## config.mk

```make
export PLATFORM = sky130hd
export DESIGN_NAME = pulse_stretch_mc_flat
export DESIGN_NICKNAME = d
export VERILOG_FILES = /design/src/rtl/pulse_stretch_mc_if.sv /design/src/rtl/pulse_stretch_mc.sv /design/src/flat_wrapper.sv
export SDC_FILE = /design/constraint.sdc
export NUM_CORES = 1
export LEC_CHECK = 0
export BUFFER_PORTS_ARGS = -buffer_cell sky130_fd_sc_hd__buf_2
export CELL_PAD_IN_SITES_DETAIL_PLACEMENT = 0
export CELL_PAD_IN_SITES_GLOBAL_PLACEMENT = 1
export CORE_MARGIN = 2
export CORE_UTILIZATION = 43
export DETAILED_ROUTE_END_ITERATION = 6
export PLACE_DENSITY_LB_ADDON = 0.1
export SYNTH_ARGS = -nofsm -noshare
export SYNTH_HDL_FRONTEND = slang
export SYNTH_SLANG_ARGS = --single-unit
```

## constraint.sdc

```tcl
create_clock -name clk -period 3.2 [get_ports clk]
set_clock_uncertainty 0.15 [all_clocks]
set_input_delay 0.64 -clock clk [delete_from_list [all_inputs] [get_ports clk]]
set_output_delay 0.64 -clock clk [all_outputs]
set_load 0.02 [all_outputs]
```

## src/rtl/pulse_stretch_mc_if.sv

```systemverilog
// Port bundle for pulse_stretch_mc: event inputs, length configuration and
// the stretched outputs. The master side drives events and configuration,
// and the slave side is the stretcher itself.
interface pulse_stretch_mc_if #(
   parameter int CHANNELS = 4,
   parameter int CNT_W    = 16
);
   logic [CHANNELS-1:0] pulse_in;
   logic [CNT_W-1:0]    ext_len;
   logic [CNT_W-1:0]    gap_len;
   logic                retrig;
   logic [CHANNELS-1:0] ext_out;
   logic [CHANNELS-1:0] dropped;
   logic                busy;

   modport master (
      output pulse_in, ext_len, gap_len, retrig,
      input  ext_out, dropped, busy
   );

   modport slave (
      input  pulse_in, ext_len, gap_len, retrig,
      output ext_out, dropped, busy
   );
endinterface

```

## src/rtl/pulse_stretch_mc.sv

```systemverilog
// Multi-channel pulse stretcher. Each channel turns a rising edge on its
// pulse_in bit into an output pulse of max(ext_len,1) cycles, optionally
// followed by a gap_len-cycle blanking interval in which new edges are
// reported on dropped instead of being acted on.
module pulse_stretch_mc #(
   parameter int CHANNELS     = 4,
   parameter int CNT_W        = 16,
   parameter bit NEGATIVE_OUT = 1'b0,
   parameter int SYNC_STAGES  = 0
) (
   input logic               clk,
   input logic               rst,
   pulse_stretch_mc_if.slave bus
);

   typedef enum logic [1:0] {
      ST_IDLE = 2'd0,
      ST_ON   = 2'd1,
      ST_GAP  = 2'd2
   } state_t;

   localparam logic ACT_LVL  = !NEGATIVE_OUT;
   localparam logic IDLE_LVL = NEGATIVE_OUT;
   // The edge detector stays masked until the input path has settled after
   // reset, so a level already high at release is never seen as an edge.
   localparam int   ARM_CYCLES = SYNC_STAGES + 1;

   logic [CHANNELS-1:0] p;
   logic [CHANNELS-1:0] p_d;
   logic [CHANNELS-1:0] rise;
   logic [2:0]          arm_cnt;
   logic                armed;
   logic [CNT_W-1:0]    len_load;
   logic [CNT_W-1:0]    gap_load;

   state_t              state_q [CHANNELS];
   logic [CNT_W-1:0]    cnt_q   [CHANNELS];
   logic [CHANNELS-1:0] ext_q;
   logic [CHANNELS-1:0] drop_q;
   logic                busy_c;

   generate
      if (SYNC_STAGES == 0) begin : g_nosync
         assign p = bus.pulse_in;
      end else begin : g_sync
         logic [CHANNELS-1:0] sync_q [SYNC_STAGES];

         // Synchronizer chain for inputs coming from another clock domain.
         // NOTE: sequential state is written with non-blocking assignments so
         // every flop samples the pre-edge value of its neighbours.
         always_ff @(posedge clk) begin
            if (rst) begin
               for (int s = 0; s < SYNC_STAGES; s++) sync_q[s] <= '0;
            end else begin
               sync_q[0] <= bus.pulse_in;
               for (int s = 1; s < SYNC_STAGES; s++) sync_q[s] <= sync_q[s-1];
            end
         end

         assign p = sync_q[SYNC_STAGES-1];
      end
   endgenerate

   // Edge-detect history and the post-reset arming counter.
   always_ff @(posedge clk) begin
      if (rst) begin
         p_d     <= '0;
         arm_cnt <= '0;
      end else begin
         p_d <= p;
         if (!armed) arm_cnt <= arm_cnt + 3'd1;
      end
   end

   assign armed = (arm_cnt == 3'(ARM_CYCLES));
   assign rise  = p & ~p_d & {CHANNELS{armed}};

   // Length 0 behaves like 1; counters hold "cycles remaining minus one".
   assign len_load = (bus.ext_len == '0) ? '0 : bus.ext_len - CNT_W'(1);
   assign gap_load = bus.gap_len - CNT_W'(1);

   // Per-channel FSM; ext_out and dropped are registered alongside the state.
   always_ff @(posedge clk) begin
      if (rst) begin
         for (int i = 0; i < CHANNELS; i++) begin
            state_q[i] <= ST_IDLE;
            cnt_q[i]   <= '0;
         end
         ext_q  <= {CHANNELS{IDLE_LVL}};
         drop_q <= '0;
      end else begin
         for (int i = 0; i < CHANNELS; i++) begin
            drop_q[i] <= 1'b0;
            unique case (state_q[i])
               ST_IDLE: begin
                  if (rise[i]) begin
                     state_q[i] <= ST_ON;
                     cnt_q[i]   <= len_load;
                     ext_q[i]   <= ACT_LVL;
                  end else begin
                     ext_q[i] <= IDLE_LVL;
                  end
               end
               ST_ON: begin
                  if (rise[i] && bus.retrig) begin
                     // A retrigger reload wins over the end-of-pulse exit.
                     cnt_q[i] <= len_load;
                     ext_q[i] <= ACT_LVL;
                  end else begin
                     drop_q[i] <= rise[i];
                     if (cnt_q[i] != '0) begin
                        cnt_q[i] <= cnt_q[i] - CNT_W'(1);
                        ext_q[i] <= ACT_LVL;
                     end else if (bus.gap_len != '0) begin
                        state_q[i] <= ST_GAP;
                        cnt_q[i]   <= gap_load;
                        ext_q[i]   <= IDLE_LVL;
                     end else begin
                        state_q[i] <= ST_IDLE;
                        ext_q[i]   <= IDLE_LVL;
                     end
                  end
               end
               ST_GAP: begin
                  // Edges during blanking, including its last cycle, are lost.
                  drop_q[i] <= rise[i];
                  ext_q[i]  <= IDLE_LVL;
                  if (cnt_q[i] != '0) cnt_q[i] <= cnt_q[i] - CNT_W'(1);
                  else                state_q[i] <= ST_IDLE;
               end
               default: begin
                  state_q[i] <= ST_IDLE;
                  ext_q[i]   <= IDLE_LVL;
               end
            endcase
         end
      end
   end

   // Any channel outside IDLE keeps the block busy.
   // NOTE: combinational outputs get a default before any conditional update,
   // otherwise a path that skips the assignment infers a latch.
   always_comb begin
      busy_c = 1'b0;
      for (int i = 0; i < CHANNELS; i++) begin
         if (state_q[i] != ST_IDLE) busy_c = 1'b1;
      end
   end

   assign bus.ext_out = ext_q;
   assign bus.dropped = drop_q;
   assign bus.busy    = busy_c;

endmodule

```

## src/flat_wrapper.sv

```systemverilog
// flat-port wrapper written by rule: the top's interface ports become plain ports
module pulse_stretch_mc_flat 
#(
   parameter int CHANNELS     = 4,
   parameter int CNT_W        = 16,
   parameter bit NEGATIVE_OUT = 1'b0,
   parameter int SYNC_STAGES  = 0
)
  (clk, rst, bus_pulse_in, bus_ext_len, bus_gap_len, bus_retrig, bus_ext_out, bus_dropped, bus_busy);
  pulse_stretch_mc_if #(.CHANNELS(CHANNELS), .CNT_W(CNT_W)) bus_i ();
  input logic clk;
  input logic rst;
  input wire logic [$bits(bus_i.pulse_in)-1:0] bus_pulse_in;
  input wire logic [$bits(bus_i.ext_len)-1:0] bus_ext_len;
  input wire logic [$bits(bus_i.gap_len)-1:0] bus_gap_len;
  input wire logic [$bits(bus_i.retrig)-1:0] bus_retrig;
  output wire logic [$bits(bus_i.ext_out)-1:0] bus_ext_out;
  output wire logic [$bits(bus_i.dropped)-1:0] bus_dropped;
  output wire logic [$bits(bus_i.busy)-1:0] bus_busy;
  assign bus_i.pulse_in = bus_pulse_in;
  assign bus_i.ext_len = bus_ext_len;
  assign bus_i.gap_len = bus_gap_len;
  assign bus_i.retrig = bus_retrig;
  assign bus_ext_out = bus_i.ext_out;
  assign bus_dropped = bus_i.dropped;
  assign bus_busy = bus_i.busy;
  pulse_stretch_mc #(.CHANNELS(CHANNELS), .CNT_W(CNT_W), .NEGATIVE_OUT(NEGATIVE_OUT), .SYNC_STAGES(SYNC_STAGES)) u_core (.clk(clk), .rst(rst), .bus(bus_i));
endmodule
```

==> metrics.yaml <==
power_and_ir_drop:
  combPwrFrac_pct: 31.2
  seqPwrFrac_pct: 41.3
  swShare_pct: 34.7
  power.total_mw: 3.86
  p_leak_nw: 3.12
  peakVddDrop_mv: 0.245
  switchingPower_mw: 1.34
  p_clk_share_pct: 27.5
  p_int_mw: 2.52
  p_per_area_nw_per_um2: 481
synth:
  yosysWarnings: 0
  synth-edff-count: 72
  synth_fa_ha_area_share_pct: 5.17
  synth_top_family_by_area: "simple AND/OR/NAND/NOR gates"
  async_flop_share_pct: 0
  synth_flop_cell: "edfxtp_1"
  synth_area_sq_um: 6780
  ys_seq_area_share_pct: 36.3
  synthXorXnorAreaFrac_pct: 9.04
  synth_cell_type_count: 72
  avgSynthCellArea_sq_um: 8.77
  synth_seq_cells: 87
  synthMuxAreaShare_pct: 0.757
  synth_cells: 773
  syn_nets: 840
  synth_compound_area_share_pct: 18.7
  synth-simple-area-share_pct: 26.9
timing:
  relSlewSlack_pct: 43.9
  rsz0062_at_grt: "false"
  whs_ns: 0.364
  final-hold-violation-count: 0
  final_max_slew_viol_count: 0
  setup_viol: 0
  fin_crit_sh_pct: 93.9
  period_needed_ns: 3.00
  worst_pin_slew_ns: 0.838
  fmax_mhz: 333
global_routing:
  grt_start_max_net_pins: 22
  gr-usage-met3_pct: 3.47
  grt_pass1_vias: 6307
  use_met2_pct: 44.8
  antenna_found_initial: 0
  grt_util_met1_pct: 42.9
  grt_use_total_pct: 29.2
  globalRoute.busiestLayer: "met2"
  grt_pass1_wl_mm: 36.8
  overflow: 0
setup_path:
  r2r-end: "u_core.cnt_q[1][3]"
  path_cells: "or4_1 -> or4_4 -> o21ai_2 -> and2_1 -> buf_4 -> a211oi_1 -> nor2_1"
  crit_arrival_ns: 3.05
  r2r_slack_ns: 0.20
  cpPeakStageDelay_ns: 0.65
  slowest_stage: "or4_4"
  crit_fanout: 9
  required_ns: 3.24
  reg2reg_depth: 7
  cp-end-kind: "flop"
  critPathKind: "flop to flop"
  cpLargestDelayFamily: "simple AND/OR/NAND/NOR gates"
  worst-path-buf-inv: 1
  timing.rr.start: "u_core.cnt_q[1][4]"
  worst_setup_path_start_kind: "flop"
floorplanning:
  initial_utilization_pct: 44.3
  rows: 45
  num_io_pins: 48
  core_area_sq_um: 15300
  die-area_sq_um: 16800
  die_h_um: 130
  die-width_um: 130
min_path:
  min_to: "u_core.p_d[1]"
  hold_depth: 2
  hp-start: "bus_pulse_in[1]"
  hold_path_class: "primary input to flop"
clocking:
  clock_latency_ns: 0.35
  cts_tree: "done"
  cts_made_buffers: 9
  path_clk_slew_ns: 0.07
  clockBufferDepth: 2
  cts_sinks: 87
  ctsHoldBuffers: 0
  post_cts_resized: 0
  postCtsSetupBuffers: 0
  cts_root_buffer: "clkbuf_16"
  cts-htree-levels: 3
cells_and_area:
  drive_gt1_share_pct: 16.6
  diodes: 0
  register_area_sq_um: 2460
  area_growth_pct: 18.2
  multi_input_area_sq_um: 4110
  num-fill-cells: 1500
  fin_nets: 946
drt:
  routed_wl_mm: 24.0
  drtAntennaViolNets: 0
  remaining_drc_errors: 0
  vias_per_cell: 6.13
  first_pass_iters: 5
  drt-initial-drc-count: 695
  num_vias: 6705
  wl_per_cell_um: 21.9
placed_design:
  port_buffers: 47
  gp_congestion: 0.958
  dpl.hpwl_mm: 18.8
job:
  cap_violations: 0
status:
  outcome: "completed"
## sequential cells by signal, indices dropped and copies added (netlist names)
register,count
u_core.cnt_q,64
u_core.bus.dropped,4
u_core.arm_cnt,3
u_core.state_q,8
u_core.p_d,4
u_core.bus.ext_out,4
## cells in the mapped netlist (8+ instances only)
cell	count	area, sq um
a211oi_1	9	67.6
a21o_1	8	60.1
a21oi_1	35	175
a221o_1	10	100
a221oi_1	11	96.3
a22oi_1	11	82.6
and3_1	10	62.6
clkbuf_1	14	52.6
dfxtp_1	15	300
edfxtp_1	72	2160
ha_1	28	350
inv_1	27	101
nand2_1	58	218
nand2b_1	11	68.8
nand3_1	23	115
nand4_1	8	50.1
nor2_1	104	390
nor2b_1	21	131
nor3_1	39	195
nor4_1	18	113
o21ai_0	13	65.1
o22ai_1	29	181
o31ai_1	8	60.1
or3_1	11	68.8
or4_1	10	75.1
xnor2_1	42	368
xor2_1	28	245
## metrics by stage
step                      setup WS, ns  area [sq um]  instances  util [%]  TNS, ns
after floorplan                  0.200          6780        773         -        0
after global placement          0.0106          7730       1079      50.5        0
after detailed placement       -0.0448          7730       1079      50.5  -0.0448
after CTS                        0.196          8010       1094      52.3        0
after global routing            0.0483          8010       1094      52.3        0
final                            0.195          8010       1094      52.3        0
## final cells by class
class / count / area share (%)
multi-input cells: 635 / 51.2
flip-flops and latches: 87 / 30.7
repair buffers: 119 / 9.99
well taps: 211 / 3.29
clock buffers: 10 / 2.86
inverters: 27 / 1.26
clock inverters: 5 / 0.640
## per-layer routing
metal,wire [um],vias up
met5,0,-
met4,567,0
met3,1750,28
met2,10500,314
met1,11200,3232
li1,-,3131
## kinds of logic (layout without fill, tap and decap cells)
| logic type | Yosys count | after routing |
|---|---|---|
| AOI/OAI and AO/OA | 179 | 179 |
| xor gates and xnor gates | 70 | 70 |
| adders and majority gates | 28 | 28 |
| buffers and inverters | 51 | 161 |
| DFF | 87 | 87 |
| muxes | 5 | 5 |
| and+or+nand+nor | 353 | 353 |
## power by group through the flow
stage | logic (mW) | clock network (mW) | registers, mW
final | 1.20 | 1.06 | 1.59
after global routing | 1.31 | 1.10 | 1.61
after CTS | 1.19 | 1.07 | 1.59
after detailed placement | 1.18 | 0 | 1.61
after global placement | 1.16 | 0 | 1.60
after floorplan | 0.762 | 0 | 1.58
## how the worst max path moves through the flow
stage | start | slack, ns | end | cells past startpoint
6_report | u_core.cnt_q[1][4] | 0.20 | u_core.cnt_q[1][3] | 7
5_1_grt | u_core.state_q[2][1] | 0.05 | u_core.cnt_q[2][3] | 8
3_3_place_gp | bus_ext_len[10] | 0.01 | u_core.cnt_q[2][15] | 7
4_1_cts | u_core.cnt_q[1][1] | 0.20 | u_core.cnt_q[1][3] | 9
3_5_place_dp | bus_ext_len[10] | -0.04 | u_core.cnt_q[2][15] | 7
2_1_floorplan | u_core.cnt_q[0][0] | 0.20 | u_core.cnt_q[0][0] | 8
## cells in the final DEF (no fill, tap or decap), types with 13 or more instances in the layout
cell type and count:
a21oi_1 35, buf_4 70, inv_1 27, edfxtp_1 72, nor2b_1 21, nor2_1 104, xor2_1 28, o21ai_0 13
o22ai_1 29, buf_2 47, nor4_1 18, nand3_1 23, dfxtp_1 15, nand2_1 58, xnor2_1 42, ha_1 28
nor3_1 39
No activity file was read; power rests on OpenSTA's default activity.
